`src/rtl/uart_frame_parser_pkg.sv`:
```
// Shared types and constants for the UART command-frame parser.
// The parser top and its payload buffer both import this package.
package uart_frame_parser_pkg;

  typedef logic [7:0]  u8;
  typedef logic [15:0] u16;

  typedef enum logic [2:0] {
    ST_HUNT,
    ST_CMD,
    ST_LEN,
    ST_PAYLOAD,
    ST_CHK,
    ST_EMIT
  } frame_state_t;

  localparam u8 FRAME_SYNC_DEFAULT = 8'hA5;

  function automatic u16 sat_inc16(input u16 v);
    return (v == 16'hFFFF) ? v : v + 16'd1;
  endfunction

endpackage

```
`src/rtl/uart_frame_parser_frame_buf.sv`:
```
// Payload buffer: simple dual-port RAM with a registered, enabled read port.
// Owns the read pointer so the parser only says "start" or "next" and gets one beat per cycle.
module uart_frame_parser_frame_buf
  import uart_frame_parser_pkg::*;
#(
  parameter int DEPTH = 64,
  parameter int AW    = 6
) (
  input  logic          clk,
  input  logic          srst,
  input  logic          wr_en,
  input  logic [AW-1:0] wr_addr,
  input  logic [7:0]    wr_data,
  input  logic          rd_start,
  input  logic          rd_next,
  output logic [7:0]    rd_data
);

  u8             mem_q [DEPTH];
  logic [AW-1:0] rd_ptr_q, rd_ptr_d;
  u8             rd_data_q;
  logic          rd_en;

  // rd_ptr_q always names the beat currently sitting in rd_data_q.
  always_comb begin
    rd_en    = rd_start | rd_next;
    rd_ptr_d = rd_ptr_q;
    if (rd_start) begin
      rd_ptr_d = '0;
    end else if (rd_next) begin
      rd_ptr_d = rd_ptr_q + AW'(1);
    end
  end

  always_ff @(posedge clk) begin
    if (wr_en) begin
      mem_q[wr_addr] <= wr_data;
    end
  end

  always_ff @(posedge clk) begin
    if (srst) begin
      rd_ptr_q  <= '0;
      rd_data_q <= '0;
    end else begin
      rd_ptr_q <= rd_ptr_d;
      if (rd_en) begin
        rd_data_q <= mem_q[rd_ptr_d];
      end
    end
  end

  assign rd_data = rd_data_q;

endmodule

```
`src/rtl/uart_frame_parser.sv`:
```
// Parses SYNC|CMD|LEN|PAYLOAD|CHK frames from a FWFT byte FIFO and releases the
// payload on a valid/ready stream only once the checksum has passed.
//   state   | meaning
//   HUNT    | discard bytes until SYNC_BYTE
//   CMD     | next byte is the command
//   LEN     | next byte is the payload length
//   PAYLOAD | store payload bytes into the buffer
//   CHK     | next byte closes the checksum
//   EMIT    | stream buffered payload, input paused
module uart_frame_parser
  import uart_frame_parser_pkg::*;
#(
  parameter u8  SYNC_BYTE      = FRAME_SYNC_DEFAULT,
  parameter int MAX_LEN        = 64,
  parameter int TIMEOUT_CYCLES = 100000
) (
  input  logic        clk,
  input  logic        srst,
  input  logic [7:0]  in_dout,
  input  logic        in_empty,
  output logic        in_rd_en,
  output logic [7:0]  out_data,
  output logic        out_valid,
  input  logic        out_ready,
  output logic        out_last,
  output logic        frame_ok,
  output logic [7:0]  frame_cmd,
  output logic [7:0]  frame_len,
  output logic        err_chk,
  output logic        err_len,
  output logic        err_timeout,
  output logic [15:0] err_count
);

  localparam int IDX_W = (MAX_LEN > 1) ? $clog2(MAX_LEN) : 1;
  localparam int TMO_W = $clog2(TIMEOUT_CYCLES + 1);
  localparam logic [TMO_W-1:0] TMO_LOAD = TMO_W'(TIMEOUT_CYCLES);
  localparam u8 MAX_LEN_U8 = u8'(MAX_LEN);

  frame_state_t     state_q, state_d;
  u8                cmd_q, cmd_d;
  u8                len_q, len_d;
  u8                sum_q, sum_d;
  logic [IDX_W-1:0] idx_q, idx_d;
  logic [TMO_W-1:0] tmo_q, tmo_d;
  logic             frame_ok_q, frame_ok_d;
  u8                frame_cmd_q, frame_cmd_d;
  u8                frame_len_q, frame_len_d;
  logic             err_chk_q, err_chk_d;
  logic             err_len_q, err_len_d;
  logic             err_timeout_q, err_timeout_d;
  u16               err_count_q, err_count_d;

  logic consume;
  logic in_frame;
  logic at_last;
  u8    chk_sum;
  logic buf_wr_en;
  logic buf_rd_start;
  logic buf_rd_next;
  u8    buf_rd_data;

  uart_frame_parser_frame_buf #(
    .DEPTH (MAX_LEN),
    .AW    (IDX_W)
  ) u_frame_buf (
    .clk      (clk),
    .srst     (srst),
    .wr_en    (buf_wr_en),
    .wr_addr  (idx_q),
    .wr_data  (in_dout),
    .rd_start (buf_rd_start),
    .rd_next  (buf_rd_next),
    .rd_data  (buf_rd_data)
  );

  always_comb begin
    state_d       = state_q;
    cmd_d         = cmd_q;
    len_d         = len_q;
    sum_d         = sum_q;
    idx_d         = idx_q;
    tmo_d         = tmo_q;
    frame_cmd_d   = frame_cmd_q;
    frame_len_d   = frame_len_q;
    frame_ok_d    = 1'b0;
    err_chk_d     = 1'b0;
    err_len_d     = 1'b0;
    err_timeout_d = 1'b0;
    buf_wr_en     = 1'b0;
    buf_rd_start  = 1'b0;
    buf_rd_next   = 1'b0;

    consume  = !in_empty && (state_q != ST_EMIT);
    in_frame = state_q inside {ST_CMD, ST_LEN, ST_PAYLOAD, ST_CHK};
    at_last  = (u8'(idx_q) == len_q - 8'd1);
    chk_sum  = sum_q + in_dout;

    // Inter-byte watchdog; a byte arriving on the terminal cycle still wins.
    if (in_frame) begin
      if (consume) begin
        tmo_d = TMO_LOAD;
      end else if (tmo_q == TMO_W'(1)) begin
        err_timeout_d = 1'b1;
        state_d       = ST_HUNT;
      end else begin
        tmo_d = tmo_q - TMO_W'(1);
      end
    end

    case (state_q)
      ST_HUNT: begin
        if (consume && (in_dout == SYNC_BYTE)) begin
          state_d = ST_CMD;
          tmo_d   = TMO_LOAD;
        end
      end
      ST_CMD: begin
        if (consume) begin
          cmd_d   = in_dout;
          sum_d   = in_dout;
          state_d = ST_LEN;
        end
      end
      ST_LEN: begin
        if (consume) begin
          len_d = in_dout;
          sum_d = chk_sum;
          idx_d = '0;
          if (in_dout > MAX_LEN_U8) begin
            err_len_d = 1'b1;
            state_d   = ST_HUNT;
          end else if (in_dout == 8'd0) begin
            state_d = ST_CHK;
          end else begin
            state_d = ST_PAYLOAD;
          end
        end
      end
      ST_PAYLOAD: begin
        if (consume) begin
          buf_wr_en = 1'b1;
          sum_d     = chk_sum;
          if (at_last) begin
            state_d = ST_CHK;
          end else begin
            idx_d = idx_q + IDX_W'(1);
          end
        end
      end
      ST_CHK: begin
        if (consume) begin
          if (chk_sum == 8'h00) begin
            frame_ok_d  = 1'b1;
            frame_cmd_d = cmd_q;
            frame_len_d = len_q;
            if (len_q != 8'd0) begin
              // Prefetch beat 0 now so it is on out_data when EMIT begins.
              state_d      = ST_EMIT;
              idx_d        = '0;
              buf_rd_start = 1'b1;
            end else begin
              state_d = ST_HUNT;
            end
          end else begin
            err_chk_d = 1'b1;
            state_d   = ST_HUNT;
          end
        end
      end
      ST_EMIT: begin
        if (out_ready) begin
          if (at_last) begin
            state_d = ST_HUNT;
          end else begin
            idx_d       = idx_q + IDX_W'(1);
            buf_rd_next = 1'b1;
          end
        end
      end
      default: state_d = ST_HUNT;
    endcase

    err_count_d = (err_chk_d || err_len_d || err_timeout_d) ? sat_inc16(err_count_q) : err_count_q;
  end

  always_ff @(posedge clk) begin
    if (srst) begin
      state_q       <= ST_HUNT;
      cmd_q         <= '0;
      len_q         <= '0;
      sum_q         <= '0;
      idx_q         <= '0;
      tmo_q         <= '0;
      frame_ok_q    <= 1'b0;
      frame_cmd_q   <= '0;
      frame_len_q   <= '0;
      err_chk_q     <= 1'b0;
      err_len_q     <= 1'b0;
      err_timeout_q <= 1'b0;
      err_count_q   <= '0;
    end else begin
      state_q       <= state_d;
      cmd_q         <= cmd_d;
      len_q         <= len_d;
      sum_q         <= sum_d;
      idx_q         <= idx_d;
      tmo_q         <= tmo_d;
      frame_ok_q    <= frame_ok_d;
      frame_cmd_q   <= frame_cmd_d;
      frame_len_q   <= frame_len_d;
      err_chk_q     <= err_chk_d;
      err_len_q     <= err_len_d;
      err_timeout_q <= err_timeout_d;
      err_count_q   <= err_count_d;
    end
  end

  assign in_rd_en    = consume;
  assign out_valid   = (state_q == ST_EMIT);
  assign out_last    = out_valid && at_last;
  assign out_data    = buf_rd_data;
  assign frame_ok    = frame_ok_q;
  assign frame_cmd   = frame_cmd_q;
  assign frame_len   = frame_len_q;
  assign err_chk     = err_chk_q;
  assign err_len     = err_len_q;
  assign err_timeout = err_timeout_q;
  assign err_count   = err_count_q;

endmodule
```
`config.mk`:
```
export PLATFORM = sky130hd
export DESIGN_NAME = uart_frame_parser
export DESIGN_NICKNAME = d
export VERILOG_FILES = /design/src/rtl/uart_frame_parser_pkg.sv /design/src/rtl/uart_frame_parser_frame_buf.sv /design/src/rtl/uart_frame_parser.sv
export SDC_FILE = /design/constraint.sdc
export NUM_CORES = 1
export LEC_CHECK = 0
export BUFFER_PORTS_ARGS = -buffer_cell sky130_fd_sc_hd__buf_2
export CELL_PAD_IN_SITES_DETAIL_PLACEMENT = 0
export CELL_PAD_IN_SITES_GLOBAL_PLACEMENT = 1
export CORE_AREA = 2 2 273 275
export DETAILED_ROUTE_END_ITERATION = 8
export DIE_AREA = 0 0 275 277
export GPL_TIMING_DRIVEN = 0
export PLACE_DENSITY_LB_ADDON = 0.1
export RECOVER_POWER = 50
export SLEW_MARGIN = 20
export SYNTH_ARGS = -nofsm -noshare
export SYNTH_HDL_FRONTEND = slang
export SYNTH_HIERARCHICAL = 1
export SYNTH_SLANG_ARGS = --single-unit
```
`constraint.sdc`:
```
create_clock -name clk -period 5.6 [get_ports clk]
set_input_delay 0.84 -clock clk [delete_from_list [all_inputs] [get_ports clk]]
set_output_delay 0.84 -clock clk [all_outputs]
set_load 0.01 [all_outputs]
```
Word-level counts from Yosys, hierarchy flattened
Memories as Yosys holds them, arrays and structs flattened. A register that Yosys moved wholly into a read port is not among the register bits.
Cells that the tools add are included.
- equality and inequality tests: 18
- $lt $le $gt $ge: 1
- add/subtract/negate cells: 6
- reductions and logical operators: 21
- bitwise gates (word level): 4
- mux-type cells: 55
- operator list (cell ; count):
    two-way mux 17 bit ; 5
    two-way mux 6 bit ; 9
    two-way mux 3 bit ; 15
    case mux 6 bit (4 select lines) ; 1
    two-way mux 1 bit ; 21
    case mux 3 bit (6 select lines) ; 1
    equality test 17 x 1 -> 1 bit, second input constant ; 1
    subtractor 17 x 1 -> 17 bit, second input constant ; 1
    adder 16 x 1 -> 16 bit, second input constant ; 1
    equality test 16 bit, second input constant ; 1
    zero test 8 bit ; 2
    two-way mux 8 bit ; 2
    case mux 8 bit (2 select lines) ; 1
    adder 6 x 1 -> 6 bit, second input constant ; 2
    adder 8 bit ; 1
    equality test 6 x 8 -> 1 bit ; 1
    equality test 8 bit, second input constant ; 1
    > comparator 8 x 7 -> 1 bit, second input constant ; 1
    != test 2 x 1 -> 1 bit, second input constant ; 4
    != test 2 bit, second input constant ; 4
    nonzero test 4 bit ; 2
    nonzero test 8 bit ; 1
    subtractor 8 x 1 -> 8 bit, second input constant ; 1
    AND reduction 7 bit ; 1
    15 further kinds ; 25
- bits of input ports: 12
- output and inout port bits: 47
- memories: 1
- memory bits (writable): 512
- bits in registers: 92
- memory list (memory ; words ; bits a word ; rd ports ; clocked after memory_dff ; wr ports ; line ; text):
    u_frame_buf.mem_q ; 64 ; 8 ; 1 ; 1 ; 1 ; uart_frame_parser_frame_buf.sv:19 ; u8 mem_q [DEPTH];

Logic depth before layout (Yosys ltp)
- depth in word-level cells: 8
- depth in mapped cells: 21
- gate-level depth less buffers: 15

Hierarchy
Netlist, hierarchy kept.
- modules (own cells, without submodules) (module ; area an instance (um^2) ; instances ; cells each ; sequential area each (um^2)):
    uart_frame_parser_frame_buf ; 20833.7 ; 1 ; 1361 ; 15655.0
    uart_frame_parser ; 4585.6 ; 1 ; 558 ; 1721.7

Worst setup path after synthesis
Ideal clock, no wire load.
- path kind: input to register
- start: input port in_dout[0]
- end: register u_frame_buf.rd_data_q[1] (netlist: u_frame_buf/rd_data[1]) (read register of u_frame_buf.mem_q)
- stages on the path: 17
- path slack: 0.270 ns
- data required time: 5.484 ns
- data arrival time: 5.213 ns
- cell sequence: ha_1 -> fa_1 -> a211oi_1 -> o21bai_1 -> a221oi_1 -> o2111a_1 -> nand2_1 -> clkbuf_1 -> nor2_1 -> nand2b_1 -> buf_2 -> buf_6 -> buf_4 -> mux4_2 -> a2111oi_0 -> o211ai_1 -> and4_1
- cells in the longest elaborated chain, start to end: 6
- RTL lines (item ; line ; text):
    start, declared ; uart_frame_parser.sv:19 ; input logic [7:0] in_dout,
    adder 8 bit * ; uart_frame_parser.sv:97 ; chk_sum = sum_q + in_dout;
    zero test 8 bit * ; uart_frame_parser.sv:153 ; if (chk_sum == 8'h00) begin
    two-way mux 1 bit * ; uart_frame_parser.sv:153 ;
    two-way mux 1 bit * ; uart_frame_parser.sv:152 ; if (consume) begin
    two-way mux 1 bit * ; uart_frame_parser.sv:111 ; case (state_q)
    via buf_rd_start ; uart_frame_parser.sv:59 ; logic buf_rd_start;
    two-way mux 6 bit or bitwise OR 1 bit (tied branches) ; uart_frame_parser_frame_buf.sv:28, uart_frame_parser_frame_buf.sv:26 ;
    end, declared ; uart_frame_parser_frame_buf.sv:21 ; u8 rd_data_q;
Mark *: on every way through the listed nets, which the timed path passes. The rest lies on a longest branch.
A chain may end at the register's enable or synchronous reset.

Final worst setup path
- start: input port in_dout[0]
- end: register u_frame_buf.rd_data_q[0] (netlist: u_frame_buf/rd_data[0]) (read register of u_frame_buf.mem_q)
Same word-level chain as after synthesis.

==> out/results.tsv <==
stage	metric	value	unit
clock_network	cts_inserted_buffers	69	
synth	syn-num-nets	1945	
timing	period_minus_slack	5.350	ns
clock_network	clock_latency	0.62	ns
timing	skew	0.01900	ns
run_status	violations	max-capacitance violations, max-slew violations	
die	die_area	76180	um2
clock_network	cts.sinks	612	
critical_path	arrival	5.86	ns
placed_design	gp_congestion	0.8338	
timing	max_slew.worst_pin.slew	1.964	ns
global_route	grt_pass1_vias	16450	
global_route	grt.overflow.total	0	
critical_path	r2r_end	u_frame_buf/rd_data[0]	
synth	synthTopCellsByCount	edfxtp_1 (512), nand2_1 (299), nor2_1 (153), a21oi_1 (150), dfxtp_1 (100)	
critical_path	critPathKind	input pin to flop	
timing	setup_ws	0.2504	ns
synth	synth_cell_types	82	
global_route	grt_max_degree	72	
critical_path	cp-end-kind	flop	
clock_network	hold_buffers	0	
timing	hold_slack	0.4602	ns
critical_path	reg2reg_setup_slack	0.36	ns
timing	max_freq	186.9	MHz
synth	dominantRegCellSynth	edfxtp_1	
timing	slew_viol_final	42	
critical_path	crit_required	6.11	ns
synth	syn-cell-area	25420	um2
critical_path	crit_end	u_frame_buf/rd_data[0]	
routing	vias	16670	
critical_path	cp-startpoint	in_dout[0]	
synth	synth_cells	1919	
routing	wirelength	80.00	mm
finish	multi_input_area	7725	um2
die	die-width	275	um
global_route	grt_usage	21.12	%
die	ioPinCount	59	
routing	drc	0	
placed_design	hpwl	55.16	mm
synth	ys_top_cells_by_area	edfxtp_1 (60%), dfxtp_1 (7.9%), nand2_1 (4.4%), mux4_2 (3.5%), a21oi_1 (3.0%)	
synth	async_flop_share	0	%
finish	final_nets	2085	
routing	post_drt_wl_per_cell	25.93	um
routing	drt-initial-drc-count	1511	
clock_network	cts_max_path_buffers	3	
finish	drive_gt1_share	14.00	%
placed_design	place_ws	-2.859	ns
synth	synth_area_per_cell	13.25	um2
power_and_ir_drop	peakVddDrop	181.0	uV
routing	antenna_left	0	
clock_network	htreeDepth	3	
synth	synth_edf_count	512	
finish	design_area	29810	um2
finish	final-seq-area	17380	um2
clock_network	clk_pin_slew	0.06	ns
critical_path	start_kind	input pin	
synth	yosys_warnings	6	
timing	final-hold-violation-count	0	
finish	n_fill_cell	6967	
routing	routed_via_density	5.405	
finish	syn2layout_area_growth	17.26	%
power_and_ir_drop	p_total	0.009709	W
job	drv_cap	1	
timing	fin_tns_setup	0	ns
clock_network	tritoncts	yes	
die	fp-row-count	100	
power_and_ir_drop	powerDensity	325.7	nW/um2
placed_design	placed_cell_area	27100	um2
critical_path	reg2reg_depth	19	
hold_path	hold_class	flop to flop	
die	start_util	34.55	%
hold_path	min_path_cells	2	
power_and_ir_drop	p_leak	10.10	nW
synth	yosys.area.top_type_share	60.48	%
placed_design	port_buffers	58	
die	core	73570	um2
timing	setup_viol	0	
timing	period_share	95.53	%
critical_path	r2r-start	len_q[2]	
clock_network	cts_root_buf	clkbuf_16	
timing	slew_headroom	-30.90	%
synth	synth.most_common_cell	edfxtp_1	
global_route	grt_pass1_wl	116.2	mm
die	die_h	277	um
critical_path	cp_max_fo	71	
synth	synth_seq_area_share	68.36	%
synth	synth_seq_cells	612	
synth	synth_top_area_cell	edfxtp_1	
run_status	status	complete, but fails checks	
global_route	antenna_found_initial	3	
routing	dr.pass1.iters	7	
==> what timing repair did <==
item	in CTS	in global routing
pin swaps	4	3
setup endpoints to repair	11	8
gates resized for setup	115	18
setup buffers	1	4
==> worst max-delay path, cell delays in order <==
cell and delay [ns]:
buf_12 0.17, ha_1 0.29, fa_1 0.43, a211oi_2 0.27, o21bai_1 0.16, a221oi_2 0.33, o2111a_2 0.34, nand2_4 0.14
buf_4 0.23, nor2_4 0.24, nand2b_1 0.15, clkbuf_4 0.20, buf_6 0.23, buf_4 0.27, buf_4 0.30, mux2i_1 0.23
o2bb2ai_1 0.08, nor3_1 0.54, a21oi_1 0.10, and4b_1 0.23
==> cell families (layout without fill, tap and decap cells) <==
logic type	Yosys count	count (layout)	synth area share, %
other cells	0	2	0
compound gates	360	360	9.274
simple gates	671	671	11.96
fa+ha+maj	14	14	0.7187
xor+xnor	26	26	0.9254
flops	612	612	68.36
buf+inv	122	317	2.284
mux	114	114	6.483
==> report_power, final <==
part | internal [W] | total [W] | switching (W) | leakage [nW]
Combinational | 0.0000300 | 0.000141 | 0.000111 | 3.56
Sequential | 0.00493 | 0.00493 | 0.000000914 | 5.40
Clock | 0.00276 | 0.00464 | 0.00188 | 1.14
==> stage by stage <==
| step | utilization (%) | std cells |
|---|---|---|
| 2_1_floorplan | - | 1919 |
| 3_3_place_gp | 36.59 | 2946 |
| 3_5_place_dp | 36.84 | 2954 |
| 4_1_cts | 40.51 | 3080 |
| 5_1_grt | 40.51 | 3084 |
| 6_report | 40.51 | 3085 |
==> registers in the layout, summed over array words and instances (netlist names), 8 cells and up <==
register and flops:
len_q 8, u_frame_buf/rd_data 8, frame_len 8, tmo_q 17, u_frame_buf/mem_q 512, err_count 16, sum_q 8, cmd_q 8
frame_cmd 8
==> cell type report <==
class | instances | share of cell area, %
plain buffers | 105 | 2.242
diodes | 2 | 0.01679
clock inverters | 38 | 1.499
inverters | 15 | 0.1889
clock buffers | 88 | 6.276
repair buffers | 71 | 1.494
flip-flops and latches | 612 | 58.30
multi-input cells | 1185 | 25.92
well taps | 969 | 4.068
==> cell usage in the layout (no fill, tap or decap), drive strengths merged, types with 9 or more instances in the layout <==
master and n:
clkbuf 197, a211o 11, nor3 25, nand2b 9, nand2 300, a22o 9, inv 17, mux2 12
xnor2 18, nand3 71, a211oi 10, o31ai 10, nor4 16, clkinv 28, mux2i 63, or4 12
a32oi 23, buf 66, a21oi 151, ha 13, o21ai 22, nor2b 20, a2111oi 9, edfxtp 512
a22oi 24, dfxtp 100, or3 13, mux4 39, nor2 153, o22ai 30
==> per-layer routing <==
layer	track usage [%]	part of all wire, %	vias up
met2	32.99	46	489
met3	4.249	6.4	104
li1	-	-	7581
met5	0	0	-
met4	5.710	2.1	0
met1	29.88	45	8499
==> how the worst min path moves through the flow <==
stage / end / startpoint / slack [ns]
CTS: cmd_q[4] / cmd_q[4] / 0.46
detailed placement: cmd_q[4] / cmd_q[4] / 0.46
finish: cmd_q[4] / cmd_q[4] / 0.46
floorplan: cmd_q[0] / cmd_q[0] / 0.44
global placement: cmd_q[3] / cmd_q[3] / 0.45
global route: cmd_q[4] / cmd_q[4] / 0.48
Note: power is estimated with default switching activity, not from simulation.
